==> src/rtl/page_reader.sv <==
// page_reader: streams a packet out of the page RAM as sop/eop framed beats,
// hiding the one-cycle registered read latency behind a two-entry output buffer.
module page_reader #(
    parameter int DATA_WIDTH = 40,
    parameter int ADDR_WIDTH = 16,
    parameter int LEN_WIDTH  = 10
) (
    input  logic                  clk,
    input  logic                  rst_n,
    input  logic                  cmd_valid,
    output logic                  cmd_ready,
    input  logic [ADDR_WIDTH-1:0] cmd_addr,
    input  logic [LEN_WIDTH-1:0]  cmd_len,
    output logic [ADDR_WIDTH-1:0] ram_rd_addr,
    input  logic [DATA_WIDTH-1:0] ram_q,
    output logic [DATA_WIDTH-1:0] out_data,
    output logic                  out_valid,
    input  logic                  out_ready,
    output logic                  out_sop,
    output logic                  out_eop,
    output logic                  busy,
    output logic                  err_zero_len
);
    typedef enum logic {IDLE, READ} state_t;
    state_t                state;
    logic [ADDR_WIDTH-1:0] addr;
    logic [LEN_WIDTH-1:0]  remaining;
    logic                  first, inflight, tag_sop, tag_eop;
    logic [DATA_WIDTH-1:0] sk_data;
    logic                  sk_sop, sk_eop, sk_valid;
    logic                  accept, pop, issue;
    logic [1:0]            level;
    assign cmd_ready   = state == IDLE;
    assign accept      = cmd_valid && cmd_ready;
    assign pop         = out_valid && out_ready;
    // Occupancy the buffer would reach if nothing more is issued; never exceeds 2.
    assign level       = 2'(out_valid) + 2'(sk_valid) + 2'(inflight) - 2'(pop);
    assign issue       = state == READ && level < 2'd2;
    assign ram_rd_addr = addr;
    assign busy        = state != IDLE || out_valid || inflight;
    always_ff @(posedge clk) begin
        if (!rst_n) begin
            state        <= IDLE;
            addr         <= '0;
            remaining    <= '0;
            first        <= 1'b0;
            inflight     <= 1'b0;
            tag_sop      <= 1'b0;
            tag_eop      <= 1'b0;
            out_data     <= '0;
            out_sop      <= 1'b0;
            out_eop      <= 1'b0;
            out_valid    <= 1'b0;
            sk_data      <= '0;
            sk_sop       <= 1'b0;
            sk_eop       <= 1'b0;
            sk_valid     <= 1'b0;
            err_zero_len <= 1'b0;
        end else begin
            err_zero_len <= accept && cmd_len == '0;
            inflight     <= issue;
            if (accept && cmd_len != '0) begin
                addr      <= cmd_addr;
                remaining <= cmd_len;
                first     <= 1'b1;
                state     <= READ;
            end
            if (issue) begin
                tag_sop   <= first;
                tag_eop   <= remaining == LEN_WIDTH'(1);
                addr      <= addr + ADDR_WIDTH'(1);
                remaining <= remaining - LEN_WIDTH'(1);
                first     <= 1'b0;
                if (remaining == LEN_WIDTH'(1))
                    state <= IDLE;
            end
            // Head register refills from the skid entry first, then from the RAM.
            if (pop || !out_valid) begin
                if (sk_valid)
                    {out_data, out_sop, out_eop} <= {sk_data, sk_sop, sk_eop};
                else if (inflight)
                    {out_data, out_sop, out_eop} <= {ram_q, tag_sop, tag_eop};
                out_valid <= sk_valid || inflight;
                sk_valid  <= sk_valid && inflight;
            end else if (inflight) begin
                sk_valid <= 1'b1;
            end
            if (inflight)
                {sk_data, sk_sop, sk_eop} <= {ram_q, tag_sop, tag_eop};
        end
    end
endmodule
==> config.mk <==
export PLATFORM = sky130hd
export DESIGN_NAME = page_reader
export DESIGN_NICKNAME = d
export VERILOG_FILES = /design/src/rtl/page_reader.sv
export SDC_FILE = /design/constraint.sdc
export NUM_CORES = 1
export LEC_CHECK = 0
export ABC_AREA = 1
export BUFFER_PORTS_ARGS = -buffer_cell sky130_fd_sc_hd__buf_2
export CAP_MARGIN = 30
export CORE_MARGIN = 2
export CORE_UTILIZATION = 57
export CTS_CLUSTER_DIAMETER = 40
export DETAILED_ROUTE_END_ITERATION = 7
export GPL_TIMING_DRIVEN = 0
export MAX_ROUTING_LAYER = met4
export PLACE_DENSITY_LB_ADDON = 0.1
export REMOVE_ABC_BUFFERS = 1
export SLEW_MARGIN = 25
export SYNTH_ARGS = -nofsm -noshare
export SYNTH_HDL_FRONTEND = slang
export SYNTH_SLANG_ARGS = --single-unit
==> constraint.sdc <==
create_clock -name clk -period 4.5 [get_ports clk]
set_input_delay 0.9 -clock clk [delete_from_list [all_inputs] [get_ports clk]]
set_output_delay 0.9 -clock clk [all_outputs]
set_load 0.02 [all_outputs]
Word level (Yosys, flattened, before mapping)

Index checks and enable logic that the tools add are counted.
Widths: inputs -> output; s select.

Register bits after elaboration: 118
Bits of input ports: 70
Word-level logic and storage cells: 58

$add $sub $neg: 5
Magnitude comparators: 1
Eq/ne operators: 1
Mux-type cells: 15
Bitwise operators: 2
Reductions and logical operators: 18

Operators with widths:

| operator              | count |
|---|---|
| $mux 40               | 2 |
| $mux 16               | 2 |
| $mux 10               | 2 |
| $add 16x1->16 const B | 1 |
| $eq 10x1->1 const B   | 1 |
| $logic_not 10->1      | 1 |
| $reduce_bool 10->1    | 1 |
| $sub 10x1->10 const B | 1 |
| $mux 1                | 9 |
| $logic_and 1x1->1     | 6 |
| $reduce_bool 2->1     | 3 |
| $logic_or 1x1->1      | 4 |
| $add 1x1->2           | 1 |
| $add 2x1->2           | 1 |
| $lt 2x2->1 const B    | 1 |
| $not 1->1             | 2 |
| $reduce_and 2->1      | 1 |
| $reduce_or 2->1       | 1 |
| $sub 2x1->2           | 1 |
| $logic_not 1->1       | 1 |

Depth between registers and ports, before layout

Word-level depth: 6
Depth in mapped cells: 16

Worst setup path after synthesis

OpenSTA, ideal clock, no wires.

Path type: input to register
From: input port out_ready
To: register remaining[7]
Data arrival time: 2.328 ns
Data required time: 4.371 ns
Slack: 2.043 ns
Cell stages on the path: 14
Path through: nand2_1 > inv_1 > ha_1 > inv_1 > ha_1 > nand2_1 > nand3_1 > nand2_1 > nor2_2 > buf_6 > buf_6 > nand4_1 > a21oi_1 > nor2_1

Word-level cells in the longest chain between the ends: 5
Elaborated cells on any way between the ends: 6
Those cells by class: add/sub: 1; order compare: 1; mux: 1; reduce/logical: 3

RTL lines:

| element                                      | RTL line | RTL |
|---|---|---|
| from (decl)                                  | 18       | `input logic out_ready,` |
| $logic_and 1x1->1 (*)                        | 35       | `assign pop = out_valid && out_ready;` |
| $sub 2x1->2 (*)                              | 37       | `assign level = 2'(out_valid) + 2'(sk_valid) + 2'(inflight) - 2'(pop);` |
| $lt 2x2->1 (*)                               | 38       | `assign issue = state == READ && level < 2'd2;` |
| $logic_and 1x1->1 (*)                        | 38       |  |
| $mux 10 or $reduce_bool 2->1 (tied branches) | -        |  |
| to (signal assigned)                         | 64       | `remaining <= cmd_len;` |
| to (signal assigned)                         | 72       | `remaining <= remaining - LEN_WIDTH'(1);` |
| to (decl)                                    | 27       | `logic [LEN_WIDTH-1:0] remaining;` |

Every way passes the cells marked *; elsewhere a longest branch is shown, timed or not.
A chain may end at the register's enable or synchronous reset.

Final worst setup path

From: register inflight
To: register addr[4], in the netlist ram_rd_addr[4]

Word-level cells in the longest chain between the ends: 5
Elaborated cells on any way between the ends: 6
Those cells by class: add/sub: 2; order compare: 1; mux: 1; reduce/logical: 2

RTL lines:

| element                                      | RTL line | RTL |
|---|---|---|
| from (decl)                                  | 28       | `logic first, inflight, tag_sop, tag_eop;` |
| from (signal assigned)                       | 61       | `inflight <= issue;` |
| $add 2x1->2 (*)                              | 37       |  |
| $sub 2x1->2 (*)                              | 37       |  |
| $lt 2x2->1 (*)                               | 38       |  |
| $logic_and 1x1->1 (*)                        | 38       |  |
| $mux 16 or $reduce_bool 2->1 (tied branches) | -        |  |
| to (signal assigned)                         | 63       | `addr <= cmd_addr;` |
| to (signal assigned)                         | 71       | `addr <= addr + ADDR_WIDTH'(1);` |
| to (decl)                                    | 26       | `logic [ADDR_WIDTH-1:0] addr;` |

Marks and branches as above.

==> metrics.md <==
| Metric | Value |
|---|---|
| Status | finished, final reports clean |
| Worst Setup Start Kind | register |
| Yosys synthesis warning count | 0 |
| Max Cap Viol | 0 |
| Final Hold Fails | 0 |
| Cell taking the most area after synthesis | dfxtp_1 |
| Global-route wire length before repair | 21.2 mm |
| Psw | 813 uW |
| LEAKAGE | 0.00300 uW |
| Post-CTS setup buffers | 0 |
| Critical Path Fanout Max | 45 |
| Routability cong. | 0.952 |
| Most common cell after layout, fill and taps aside | nand2_1 |
| Clock transition at the registers of the reported paths | 0.06 ns |
| Placed inst area | 5920 sq um |
| Rel. slew slack | 44.9% |
| Slowest stage cell, crit path | dfxtp_2 |
| Max clock buf depth | 2 |
| Final core occ | 71.3% |
| Syn Area/Cell | 7.14 sq um |
| FILL cells | 742 |
| Cts repair resizes | 0 |
| Post-synthesis cell type count | 37 |
| Comb pwr share | 14.5% |
| CTS buffer count | 17 |
| CTS tree | yes |
| Clk root buf | clkbuf_8 |
| Period utilization | 88.9% |
| Vias | 5220 |
| Worst VDD drop | 0.252 mV |
| # nets final | 922 |
| Hpwl dp | 8.05 mm |
| Vias per Instance | 5.38 |
| Die area | 10100 sq um |
| Post-Layout Cell Count | 971 |
| Antenna Nets Post-Route | 0 |
| Ports | 132 |
| WL/cell | 13.4 microns |
| Synth Cell Area | 5290 sq um |
| Most frequent cells in the layout | 165 x nand2_1, 130 x buf_2, 126 x nor2_1, 116 x dfxtp_1, 98 x o21ai_0 |
| Hold-fix buffers, CTS | 0 |
| Synth top area cells | dfxtp_1 45%, nand2_1 12%, o21ai_0 9.3%, nor2_1 8.9%, a31oi_1 5.4% |
| Min Clock Period, post-route | 4.00 ns |
| PwrDens | 444 nW/um^2 |
| Register area share after synthesis | 44.7% |
| Skew final | 0.00855 ns |
| Clock power share | 44.0% |
| HP Class | reg -> reg |
| Vias in the first global route | 4678 |
| Top_reg_cell synth | dfxtp_1 |
| Crit end category | register |
| Top cell type's share of synthesized area | 44.7% |
| Routed wire length | 13.0 mm |
| Final instance area | 6500 sq um |
| Drt pass-1 iters | 5 |
| Htree depth | 4 |
| Post-synth EDFFs | 0 |
| CP Cell Sequence | inv_2 > ha_1 > inv_1 > ha_1 > nand2_1 > nand3_1 > nand2_1 > nor2_4 > inv_1 > nand2_2 > o21ai_0 > a21oi_1 |
| Worst-Margin Slew | 0.826 ns |
| RSZ-0062 raised after global routing | false |
| Mapped Cells | 740 |
| Peak Freq | 250 MHz |
| Arrival @ worst endpoint | 4.43 ns |
| ANT cells | 0 |
| Pin count of the biggest net entering global routing | 98 |
| CTS sink count | 118 |
| Gr usage total | 26.7% |
| P_int | 2070 uW |
| Core footprint | 9110 sq um |
| Residual DRC count | 0 |
| Final Max Slew Viols | 0 |
| GR Overflow Total | 0 |
| Flop pwr share | 41.4% |
| Die X | 100 microns |
| Placed insts | 938 |
| Area delta synth->final | 22.9% |
| Async SR Flop Fraction | 0% |
| Starting density of the core | 58.0% |
| Detailed Route Iter0 Violations | 289 |
| CP Data Required Time | 4.93 ns |
| CP Class | reg -> reg |
| Setup Viol. Count Final | 0 |
| Clk Latency, worst-skew pair | 0.50 ns |
| Switching Share | 28.2% |
| Port bufs | 131 |
| Initial antenna violation count | 0 |
| PnR Total Power | 2890 uW |
| Crit-path max cell delay | 0.82 ns |
| Rows | 35 |
| Die Span Y | 100 microns |
| Layout cell share with drive strength beyond 1 | 21.4% |
| Flops & latches, synth | 118 |
## cell type report
| type | count | area [sq um] | area share, % |
|---|---|---|---|
| Multi-Input combinational cell | 537 | 2550 | 39.2 |
| Sequential cell | 118 | 2360 | 36.4 |
| Timing Repair Buffer | 134 | 726 | 11.2 |
| Clock buffer | 18 | 418 | 6.43 |
| Clock inverter | 14 | 154 | 2.37 |
| Inverter | 39 | 148 | 2.27 |
| Tap cell | 111 | 139 | 2.14 |
## worst max-delay path: cells and delay by family (launching register included)
kind	cells	cell delay (ns)
flops	1	0.82
buf+inv	3	0.96
fa+ha+maj	2	0.73
compound gates	2	0.28
simple gates	5	1.13
## registers in the layout, indices dropped and copies added, names as in the netlist, 10 cells and up
signal,flops
out_data,40
ram_rd_addr,16
sk_data,40
remaining,10
## synth_stat cells, drive strengths merged, types with 3 or more instances
cell / number
inv: 37
nor2: 132
nand4: 8
a21oi: 17
xnor2: 5
dfxtp: 118
xor2: 3
o21bai: 5
a31oi: 46
clkbuf: 28
or2: 3
nand3b: 3
nand2: 166
buf: 19
ha: 5
nand3: 31
o21ai: 100
## through the flow
step | hold slack, ns | setup TNS (ns) | setup slack [ns]
after floorplan | 0.419 | 0 | 0.713
after CTS | 0.444 | 0 | 0.192
after global placement | 0.429 | -16.07 | -1.03
after detailed placement | 0.432 | 0 | 0.271
after global routing | 0.472 | 0 | 0.0624
final | 0.443 | 0 | 0.499
## cell families after synthesis
| kind of cell | after synthesis | synth area share [%] |
|---|---|---|
| AOI/OAI and AO/OA | 175 | 18.4 |
| xor gates and xnor gates | 8 | 1.33 |
| adders and majority gates | 5 | 1.18 |
| buffers and inverters | 86 | 7.38 |
| DFF | 118 | 44.7 |
| and+or+nand+nor | 348 | 27.0 |
## metal layers
metal / GRT usage [%] / vias up / wire length, microns
met5: - / - / 0
met3: 6.41 / 13 / 814
met4: 8.75 / 0 / 131
met1: 32.5 / 2385 / 5600
met2: 43.8 / 160 / 6490
li1: - / 2662 / -
## power by group through the flow
stage	clock, uW	combinational (uW)	sequential, uW
after floorplan	0	210	1260
after global placement	0	395	1210
after detailed placement	0	414	1220
after CTS	1290	417	1190
after global routing	1350	471	1210
final	1270	419	1200
## path summary, 6_finish.rpt
kind,cells after the start,slack [ns],from,end
worst max-delay path,12,0.50,inflight,ram_rd_addr[4]
worst min-delay path,2,0.44,first,tag_sop
worst max register to register,12,0.50,inflight,ram_rd_addr[4]
worst min register to register,2,0.44,first,tag_sop
(Power assumes the default switching activity.)
